### config.mk
export PLATFORM = sky130hd
export DESIGN_NAME = in_shift_ctrl_flat
export DESIGN_NICKNAME = d
export VERILOG_FILES = /design/src/rtl/in_shift_ctrl_pkg.sv /design/src/rtl/in_shift_ctrl_if.sv /design/src/rtl/in_shift_ctrl.sv /design/src/flat_wrapper.sv
export SDC_FILE = /design/constraint.sdc
export NUM_CORES = 1
export LEC_CHECK = 0
export ABC_AREA = 0
export BUFFER_PORTS_ARGS = -buffer_cell sky130_fd_sc_hd__buf_2
export CORE_UTILIZATION = 50
export DETAILED_ROUTE_END_ITERATION = 16
export GPL_ROUTABILITY_DRIVEN = 1
export PLACE_DENSITY = 0.8
export SETUP_SLACK_MARGIN = 0.05
export SLEW_MARGIN = 20
export SYNTH_ARGS = -nofsm -noshare
export SYNTH_HDL_FRONTEND = slang
export SYNTH_SLANG_ARGS = --single-unit
export TNS_END_PERCENT = 10
### constraint.sdc
create_clock -name Clock -period 4.35 [get_ports Clock]
set_clock_uncertainty 0.2 [all_clocks]
set_input_delay 1.0875 -clock Clock [delete_from_list [all_inputs] [get_ports Clock]]
set_output_delay 1.0875 -clock Clock [all_outputs]
set_load 0.005 [all_outputs]
### src/rtl/in_shift_ctrl_pkg.sv
// Shared types, constants and helpers for the input shift register sequencer.
package in_shift_pkg;

  typedef enum logic [1:0] {
    IDLE    = 2'd0,
    LOAD    = 2'd1,
    PRESENT = 2'd2,
    SHIFT   = 2'd3
  } isc_state_t;

  localparam int OVR_W = 16;

  function automatic int idx_w(input int n);
    return (n > 1) ? $clog2(n) : 1;
  endfunction

  function automatic logic [OVR_W-1:0] sat_inc(input logic [OVR_W-1:0] v);
    return (v == {OVR_W{1'b1}}) ? v : v + OVR_W'(1);
  endfunction

endpackage

### src/rtl/in_shift_ctrl_if.sv
// Upstream column stream, shift register controls and lane presentation bus.
// OverrunCnt exists only when INSHIFT_CTRL_OVERRUN_EN is defined.
interface in_shift_ctrl_if #(parameter int N2 = 7);
  import in_shift_pkg::*;

  localparam int LW = idx_w(N2);

  logic          Start;
  logic          Abort;
  logic          AutoRestart;
  logic          InValid;
  logic          InReady;
  logic          SelShift;
  logic          SelKeep;
  logic          FrameValid;
  logic          LaneAck;
  logic [LW-1:0] LaneIdx;
  logic          Busy;
`ifdef INSHIFT_CTRL_OVERRUN_EN
  logic [OVR_W-1:0] OverrunCnt;

  modport master (
    input  Start, Abort, AutoRestart, InValid, LaneAck,
    output InReady, SelShift, SelKeep, FrameValid, LaneIdx, Busy, OverrunCnt
  );
  modport slave (
    output Start, Abort, AutoRestart, InValid, LaneAck,
    input  InReady, SelShift, SelKeep, FrameValid, LaneIdx, Busy, OverrunCnt
  );
`else
  modport master (
    input  Start, Abort, AutoRestart, InValid, LaneAck,
    output InReady, SelShift, SelKeep, FrameValid, LaneIdx, Busy
  );
  modport slave (
    output Start, Abort, AutoRestart, InValid, LaneAck,
    input  InReady, SelShift, SelKeep, FrameValid, LaneIdx, Busy
  );
`endif

endinterface

### src/rtl/in_shift_ctrl.sv
// Sequencer for the N2-lane x N1-bit input shift register: column capture, then lane-by-lane hand-off.
// Optional INSHIFT_CTRL_OVERRUN_EN adds a saturating OverrunCnt of columns offered while not loading.
module in_shift_ctrl
  import in_shift_pkg::*;
#(
  parameter int N1 = 200,
  parameter int N2 = 7
)
(
  input  logic            Clock,
  input  logic            nReset,
  in_shift_ctrl_if.master bus
);

  localparam int LW = idx_w(N2);
  localparam int CW = $clog2(N1 + 1);

  localparam logic [1:0] ST_IDLE    = IDLE;
  localparam logic [1:0] ST_LOAD    = LOAD;
  localparam logic [1:0] ST_PRESENT = PRESENT;
  localparam logic [1:0] ST_SHIFT   = SHIFT;

  localparam logic [CW-1:0] LAST_COL  = CW'(N1 - 1);
  localparam logic [LW-1:0] LAST_LANE = LW'(N2 - 1);

  logic [1:0]    state_r,    state_nxt_s;
  logic [CW-1:0] col_cnt_r,  col_cnt_nxt_s;
  logic [LW-1:0] lane_idx_r, lane_idx_nxt_s;

  logic in_ready_s, sel_shift_s, sel_keep_s, frame_valid_s, busy_s;

  // Next-state logic; Abort overrides every transition.
  always_comb begin
    state_nxt_s    = state_r;
    col_cnt_nxt_s  = col_cnt_r;
    lane_idx_nxt_s = lane_idx_r;
    if (bus.Abort) begin
      state_nxt_s    = ST_IDLE;
      col_cnt_nxt_s  = '0;
      lane_idx_nxt_s = '0;
    end else begin
      case (state_r)
        ST_IDLE: begin
          if (bus.Start) begin
            state_nxt_s   = ST_LOAD;
            col_cnt_nxt_s = '0;
          end else begin
            state_nxt_s = ST_IDLE;
          end
        end
        ST_LOAD: begin
          if (bus.InValid) begin
            col_cnt_nxt_s = col_cnt_r + CW'(1);
            if (col_cnt_r == LAST_COL) begin
              state_nxt_s    = ST_PRESENT;
              lane_idx_nxt_s = '0;
            end else begin
              state_nxt_s = ST_LOAD;
            end
          end else begin
            state_nxt_s = ST_LOAD;
          end
        end
        ST_PRESENT: begin
          if (bus.LaneAck) begin
            if (lane_idx_r == LAST_LANE) begin
              state_nxt_s    = bus.AutoRestart ? ST_LOAD : ST_IDLE;
              col_cnt_nxt_s  = '0;
              lane_idx_nxt_s = '0;
            end else begin
              state_nxt_s = ST_SHIFT;
            end
          end else begin
            state_nxt_s = ST_PRESENT;
          end
        end
        ST_SHIFT: begin
          state_nxt_s    = ST_PRESENT;
          lane_idx_nxt_s = lane_idx_r + LW'(1);
        end
        default: begin
          state_nxt_s    = ST_IDLE;
          col_cnt_nxt_s  = '0;
          lane_idx_nxt_s = '0;
        end
      endcase
    end
  end

  // State and counter registers.
  always_ff @(posedge Clock or negedge nReset) begin
    if (!nReset) begin
      state_r    <= ST_IDLE;
      col_cnt_r  <= '0;
      lane_idx_r <= '0;
    end else begin
      state_r    <= state_nxt_s;
      col_cnt_r  <= col_cnt_nxt_s;
      lane_idx_r <= lane_idx_nxt_s;
    end
  end

  // Output decode: in LOAD the register captures on the same edge the column is accepted.
  always_comb begin
    in_ready_s    = 1'b0;
    sel_shift_s   = 1'b0;
    sel_keep_s    = 1'b1;
    frame_valid_s = 1'b0;
    case (state_r)
      ST_IDLE: begin
        sel_keep_s = 1'b1;
      end
      ST_LOAD: begin
        in_ready_s = 1'b1;
        sel_keep_s = !bus.InValid;
      end
      ST_PRESENT: begin
        frame_valid_s = 1'b1;
        sel_keep_s    = 1'b1;
      end
      ST_SHIFT: begin
        sel_shift_s = 1'b1;
        sel_keep_s  = 1'b0;
      end
      default: begin
        sel_keep_s = 1'b1;
      end
    endcase
  end

  assign busy_s         = (state_r != ST_IDLE);
  assign bus.InReady    = in_ready_s;
  assign bus.SelShift   = sel_shift_s;
  assign bus.SelKeep    = sel_keep_s;
  assign bus.FrameValid = frame_valid_s;
  assign bus.LaneIdx    = lane_idx_r;
  assign bus.Busy       = busy_s;

`ifdef INSHIFT_CTRL_OVERRUN_EN
  logic [OVR_W-1:0] ovr_cnt_r;

  // Columns offered by the framer while a frame is in progress but not loading.
  always_ff @(posedge Clock or negedge nReset) begin
    if (!nReset) begin
      ovr_cnt_r <= '0;
    end else if ((state_r == ST_IDLE) && bus.Start && !bus.Abort) begin
      ovr_cnt_r <= '0;
    end else if (bus.InValid && !in_ready_s && busy_s) begin
      ovr_cnt_r <= sat_inc(ovr_cnt_r);
    end else begin
      ovr_cnt_r <= ovr_cnt_r;
    end
  end

  assign bus.OverrunCnt = ovr_cnt_r;
`endif

endmodule

### src/flat_wrapper.sv
// flat-port wrapper written by rule: the top's interface ports become plain ports
module in_shift_ctrl_flat import in_shift_pkg::*;
#(
  parameter int N1 = 200,
  parameter int N2 = 7
)
  (Clock, nReset, bus_Start, bus_Abort, bus_AutoRestart, bus_InValid, bus_LaneAck, bus_InReady, bus_SelShift, bus_SelKeep, bus_FrameValid, bus_LaneIdx, bus_Busy);
  in_shift_ctrl_if #(.N2(N2)) bus_i ();
  input  logic Clock;
  input  logic nReset;
  input wire logic [$bits(bus_i.Start)-1:0] bus_Start;
  input wire logic [$bits(bus_i.Abort)-1:0] bus_Abort;
  input wire logic [$bits(bus_i.AutoRestart)-1:0] bus_AutoRestart;
  input wire logic [$bits(bus_i.InValid)-1:0] bus_InValid;
  input wire logic [$bits(bus_i.LaneAck)-1:0] bus_LaneAck;
  output wire logic [$bits(bus_i.InReady)-1:0] bus_InReady;
  output wire logic [$bits(bus_i.SelShift)-1:0] bus_SelShift;
  output wire logic [$bits(bus_i.SelKeep)-1:0] bus_SelKeep;
  output wire logic [$bits(bus_i.FrameValid)-1:0] bus_FrameValid;
  output wire logic [$bits(bus_i.LaneIdx)-1:0] bus_LaneIdx;
  output wire logic [$bits(bus_i.Busy)-1:0] bus_Busy;
  assign bus_i.Start = bus_Start;
  assign bus_i.Abort = bus_Abort;
  assign bus_i.AutoRestart = bus_AutoRestart;
  assign bus_i.InValid = bus_InValid;
  assign bus_i.LaneAck = bus_LaneAck;
  assign bus_InReady = bus_i.InReady;
  assign bus_SelShift = bus_i.SelShift;
  assign bus_SelKeep = bus_i.SelKeep;
  assign bus_FrameValid = bus_i.FrameValid;
  assign bus_LaneIdx = bus_i.LaneIdx;
  assign bus_Busy = bus_i.Busy;
  in_shift_ctrl #(.N1(N1), .N2(N2)) u_core (.Clock(Clock), .nReset(nReset), .bus(bus_i));
endmodule
==> flow_summary.toml, run 1 <==
[sta]
slew-limit-headroom = 0.770
post-route-min-period_ps = 2770
setup_viol = 0
setup-tns-final_ps = 0
hold_viol = 0
finalMaxSlewViolations = 0
rsz0062_at_grt = "no"
tightestPinTransition_ps = 342
fmax_ghz = 0.361
period_share = 0.637

[route]
num_vias = 818
drc = 1
highest_layer = "met4"
route.met3.wl_um = 52
wl_met2_um = 934
wl_mm = 1.89
wl_per_cell_um = 14.8
via_per_inst = 6.44
wl_met1_um = 867
final_antenna_net_count = 0
drt_pass1_iterations = 12
dr.first_iter.drc_count = 19

[yosys]
syn_area_per_cell_um2 = 9.29
synth_cells = 95
ys_seq_area_frac = 0.369
ys_types = 32
synthArstFlopShare = 1.00
ys_warn_count = 0
ys_dominant_reg_cell = "dfrtp_1"
synthesis.area_um2 = 882
ys_seq_elements = 13
synth_edf_count = 0
syn-num-nets = 109

[min_path]
hold_class = "reg -> reg"
hold_start = "u_core.col_cnt_r[7]"
hold_depth = 1

[place]
routabilityCongestion = 0.838
port_buffers = 14
place_hpwl_mm = 1.40
placed_cells = 123

[grt]
grt_pass1_wl_mm = 3.17
grt_max_degree = 14
grt_pass1_vias = 779
grt_usage = 0.215
antenna_found_initial = 0
grt-ovfl-total = 0

[power]
p_leak_nw = 0.471
vdd_drop_max_v = 0.000172
p_per_area_mw_per_mm2 = 232

[clocking]
tritoncts = "yes"
cts_setup_buffers = 0
cts_made_buffers = 3
clock_path_buffers = 2
cts_root_buffer = "clkbuf_4"
holdBufCountCts = 0
h-tree-depth = 1
cts_num_sinks = 13
cts_resized = 0
clk_latency_ps = 270
clkTransAtPathRegs_ps = 70

[final_layout]
regArea_um2 = 325
fin_cells = 127
area_growth_pct = 12.2
fillers = 146
multi_input_area_um2 = 522
num-nets-final = 126
drive_above_1_share = 0.243
antenna_cells = 0

[floorplan]
dieWidth_um = 44
core_area_mm2 = 0.00158
ios = 15
dieArea_mm2 = 0.00194
start_util = 0.560
rows = 14
fp.dieH_um = 44

[run_status]
violations = "design-rule violations"
status = "finished with violations"

[setup_path]
crit_type = "in -> out"
startpoint_type = "primary input"
reg2reg_from = "u_core.state_r[0]"
crit_path_end_kind = "primary output"
r2r_setup_slack_ps = 2330
critPathMaxFanout = 8
startpoint = "bus_InValid"
cp.arrival_ps = 1480
reg2reg_depth = 6
cp.required_ps = 3060

[run]
maxCapViolCount = 0
-- synthesized netlist by cell type, types with 2 or more instances --
| library cell | n | area [µm²] |
|---|---|---|
| o21ai_1 | 7 | 35.0 |
| mux2_4 | 2 | 30.0 |
| and4_2 | 2 | 20.0 |
| nor2_1 | 6 | 22.5 |
| a21oi_1 | 2 | 10.0 |
| nand4_1 | 3 | 18.8 |
| dfrtp_1 | 13 | 325 |
| nor3_1 | 2 | 10.0 |
| inv_1 | 7 | 26.3 |
| nand2b_1 | 3 | 18.8 |
| nand2_1 | 5 | 18.8 |
| o21ai_0 | 10 | 50.1 |
| nand3_1 | 2 | 10.0 |
| and3_1 | 2 | 12.5 |
| nand4b_1 | 2 | 17.5 |
| a31oi_1 | 5 | 31.3 |
| ha_1 | 7 | 87.6 |
-- state kept, by name, summed over array words and instances (netlist names) --
signal and cells:
u_core.bus.LaneIdx 3, u_core.state_r 2, u_core.col_cnt_r 8
-- routing by layer --
metal | global-route usage | vias up
met4 | 0.0667 | 0
met1 | 0.272 | 402
met5 | 0 | -
met2 | 0.379 | 22
li1 | - | 390
met3 | 0.0250 | 4
-- cells in the final DEF, fill, tap and decap left out, types with 2 or more instances in the layout --
master / synthesis / layout
a21oi_1: 2 / 2
nand2b_1: 3 / 3
and3_1: 2 / 2
nor3_1: 2 / 2
ha_1: 7 / 7
buf_2: 1 / 14
nand4_1: 3 / 3
mux2_4: 2 / 2
and4_2: 2 / 2
nand3_1: 2 / 2
nand4b_1: 2 / 2
clkbuf_4: 0 / 3
inv_1: 7 / 7
o21ai_1: 7 / 7
nor2_1: 6 / 6
nand2_1: 5 / 5
dfrtp_1: 13 / 13
a31oi_1: 5 / 5
o21ai_0: 10 / 10
-- final cells by class --
cell class	count	area share
tap	16	0.0202
timing repair buffer	14	0.0708
multi-input combinational	73	0.527
inverter	7	0.0265
clock buffer	4	0.0265
sequential	13	0.329
-- worst max-delay path, stage by stage --
cell	delay, ps
buf_2	140
a21oi_1	130
buf_2	120
-- metrics by stage --
step | setup slack [ps] | hold WS, ps | area, µm² | util | power [mW]
5_1_grt | 1500 | 294 | 990 | 0.628 | 0.241
4_1_cts | 1580 | 275 | 990 | 0.628 | 0.233
3_3_place_gp | 1590 | 269 | 963 | 0.611 | 0.157
3_5_place_dp | 1580 | 261 | 963 | 0.611 | 0.158
6_report | 1580 | 274 | 990 | 0.628 | 0.230
2_1_floorplan | 1830 | 238 | 882 | - | 0.145
-- path summary, 6_finish.rpt --
check	end
worst min register to register	u_core.col_cnt_r[7]
worst max-delay path	bus_SelKeep
min in group asynchronous	u_core.col_cnt_r[0]
max in group asynchronous	u_core.col_cnt_r[7]
worst max register to register	u_core.bus.LaneIdx[0]
worst min-delay path	u_core.col_cnt_r[7]
-- power breakdown --
group / leakage, nW / switching [mW] / total, mW / internal (mW)
Clock: 0.0150 / 0.0380 / 0.0734 / 0.0354
Sequential: 0.180 / 0.00102 / 0.123 / 0.122
Combinational: 0.275 / 0.0204 / 0.0334 / 0.0130
-- cells by family (layout without fill, tap and decap cells) --
family	Yosys count	count (layout)	synth area share
simple gates	32	32	0.224
buf+inv	9	25	0.0397
flops	13	13	0.369
mux	3	3	0.0468
fa+ha+maj	7	7	0.0993
compound gates	31	31	0.221
Power figures use the tool's default switching activity.
==> run 2: changes to the inputs <==
Settings changed: ABC_AREA 0 to 1.
Clock period 4.35 ns to 2.9 ns, I/O delays scaled along.
==> run 2 against run 1 <==
The flow now finishes without violations; sequential share of layout area decreased by 2.0 points; clock power grew 55%; wire length up 1.8%; first-iteration DRC count increased by 21%; die area increased by 5.6%; critical endpoint unchanged; largest cell class unchanged; largest power group unchanged; highest routed layer unchanged.
==> flow_summary.toml, run 2 <==
[run_status]
status = "finished clean"

[setup_path]
crit_path_end_kind = "primary output"
critPathMaxFanout = 6
critPathSlowestCell = "dfrtp_1"
crit_path_frequent_cell = "o21ai_0"
path_cells = "inv_1 -> ha_1 -> inv_2 -> o21ai_0 -> o21ai_0 -> buf_2"
cp.arrival_ps = 1520
cp.required_ps = 1980
startpoint_type = "flip-flop"
crit_type = "reg -> out"
critPathMaxStageDelay_ps = 410

[power]
p_leak_nw = 0.536
vdd_drop_max_v = 0.000194
total_power_uw = 358
p_per_area_mw_per_mm2 = 340

[sta]
tightestPinTransition_ps = 292
finalMaxSlewViolations = 0
post-route-min-period_ps = 2450
fmax_ghz = 0.409
slew-limit-headroom = 0.806
setup_viol = 0
hold_viol = 0
rsz0062_at_grt = "no"
setup-tns-final_ps = 0
period_share = 0.843

[yosys]
ys_dominant_reg_cell = "dfrtp_1"
ys_seq_elements = 13
synthesis.area_um2 = 933
syn-num-nets = 143
syn_area_per_cell_um2 = 7.24
synth.area.top_cells = "dfrtp_1, nand2_1, ha_1"
synthArstFlopShare = 1.00
synth_top_cells_by_count = "nand2_1, nor2_1, dfrtp_1"
ys_warn_count = 0
synth_top_cell_area_share = 0.349
ys_seq_area_frac = 0.349
synth_cells = 129
yosysMostFrequentCell = "nand2_1"
ys_types = 25
yosys.area.top_type = "dfrtp_1"
synth_edf_count = 0

[clocking]
clock_path_buffers = 2
clkTransAtPathRegs_ps = 80
h-tree-depth = 1
clk_latency_ps = 280
cts_root_buffer = "clkbuf_4"
cts_resized = 0
tritoncts = "yes"
cts_made_buffers = 3
cts_num_sinks = 13
holdBufCountCts = 0
cts_setup_buffers = 0

[final_layout]
num-nets-final = 161
drive_above_1_share = 0.212
multi_input_area_um2 = 539
final_common_cell = "nand2_1"
area_growth_pct = 12.9
largest_reg_flops = 8
fin_cells = 171
antenna_cells = 0
fillers = 183
final_cell_mix = "nand2_1, nor2_1, buf_2, dfrtp_1, nand3_1"
largest_register = "u_core.col_cnt_r"
regArea_um2 = 325

[route]
drt_pass1_iterations = 4
final_antenna_net_count = 0
via_per_inst = 5.13
num_vias = 878
dr.first_iter.drc_count = 23
drc = 0
wl_mm = 1.92
wl_per_cell_um = 11.2

[grt]
grt_max_degree = 14
antenna_found_initial = 0
grt-ovfl-total = 0
grt_pass1_wl_mm = 3.19
grt_usage = 0.222
grt_pass1_vias = 750

[place]
placed_cells = 167
routabilityCongestion = 0.868
place_hpwl_mm = 1.48
port_buffers = 14

[floorplan]
ios = 15
dieWidth_um = 45.2
fp.dieH_um = 45.2
rows = 15
core_area_mm2 = 0.00175
dieArea_mm2 = 0.00204
start_util = 0.535

[run]
maxCapViolCount = 0

[min_path]
hold_class = "in -> async"
run 2: layer usage:
layer | GRT usage | vias up | routed length [µm]
li1 | - | 450 | -
met1 | 0.290 | 407 | 945
met2 | 0.345 | 17 | 884
met3 | 0.0480 | 4 | 55
met4 | 0.109 | 0 | 34
met5 | 0 | - | 0
run 2: final cells by class:
class / instances / share of cell area
well taps: 25 / 0.0297
flip-flops and latches: 13 / 0.309
clock buffers: 4 / 0.0249
repair buffers: 14 / 0.0665
inverters: 15 / 0.0582
multi-input cells: 100 / 0.512
run 2: power breakdown:
| group | internal, mW | switching, mW |
|---|---|---|
| logic | 0.0183 | 0.0370 |
| clock network | 0.0534 | 0.0602 |
| registers | 0.185 | 0.00447 |
| total | 0.256 | 0.102 |
run 2: worst paths after layout:
kind | from | to | slack [ps] | depth (start not counted)
max | u_core.state_r[1] | bus_SelKeep | 450 | 6
min | nReset | u_core.state_r[0] | 120 | 1
max reg2reg | u_core.state_r[1] | u_core.bus.LaneIdx[0] | 1120 | 8
min reg2reg | u_core.bus.LaneIdx[1] | u_core.bus.LaneIdx[1] | 340 | 2
max in group asynchronous | nReset | u_core.col_cnt_r[2] | 2160 | 1
min in group Clock | u_core.bus.LaneIdx[1] | u_core.bus.LaneIdx[1] | 340 | 2
run 2: cell families (layout without fill, tap and decap cells):
family,after synthesis,count (layout),synth area share
AND/OR/NAND/NOR,81,81,0.408
buffers and inverters,16,33,0.0737
flip-flops,13,13,0.349
AO/OA/AOI/OAI,11,11,0.0670
adder cells (fa/ha/maj),7,7,0.0938
XOR/XNOR,1,1,0.00939
run 2: metrics by stage:
step           cell area (µm²)  worst slack, ps  utilization  hold WS, ps
6_report                  1050              454        0.604          115
5_1_grt                   1050              354        0.604          121
4_1_cts                   1050              443        0.604          122
3_5_place_dp              1030              756        0.589          323
3_3_place_gp              1030              885        0.589          311
2_1_floorplan              933              995            -          229
run 2: worst max-delay path: cells and delay by family (launching register included):
kind	cells	cell delay [ps]
adders and majority gates	1	290
buffers and inverters	3	330
DFF	1	410
AOI/OAI and AO/OA	2	210
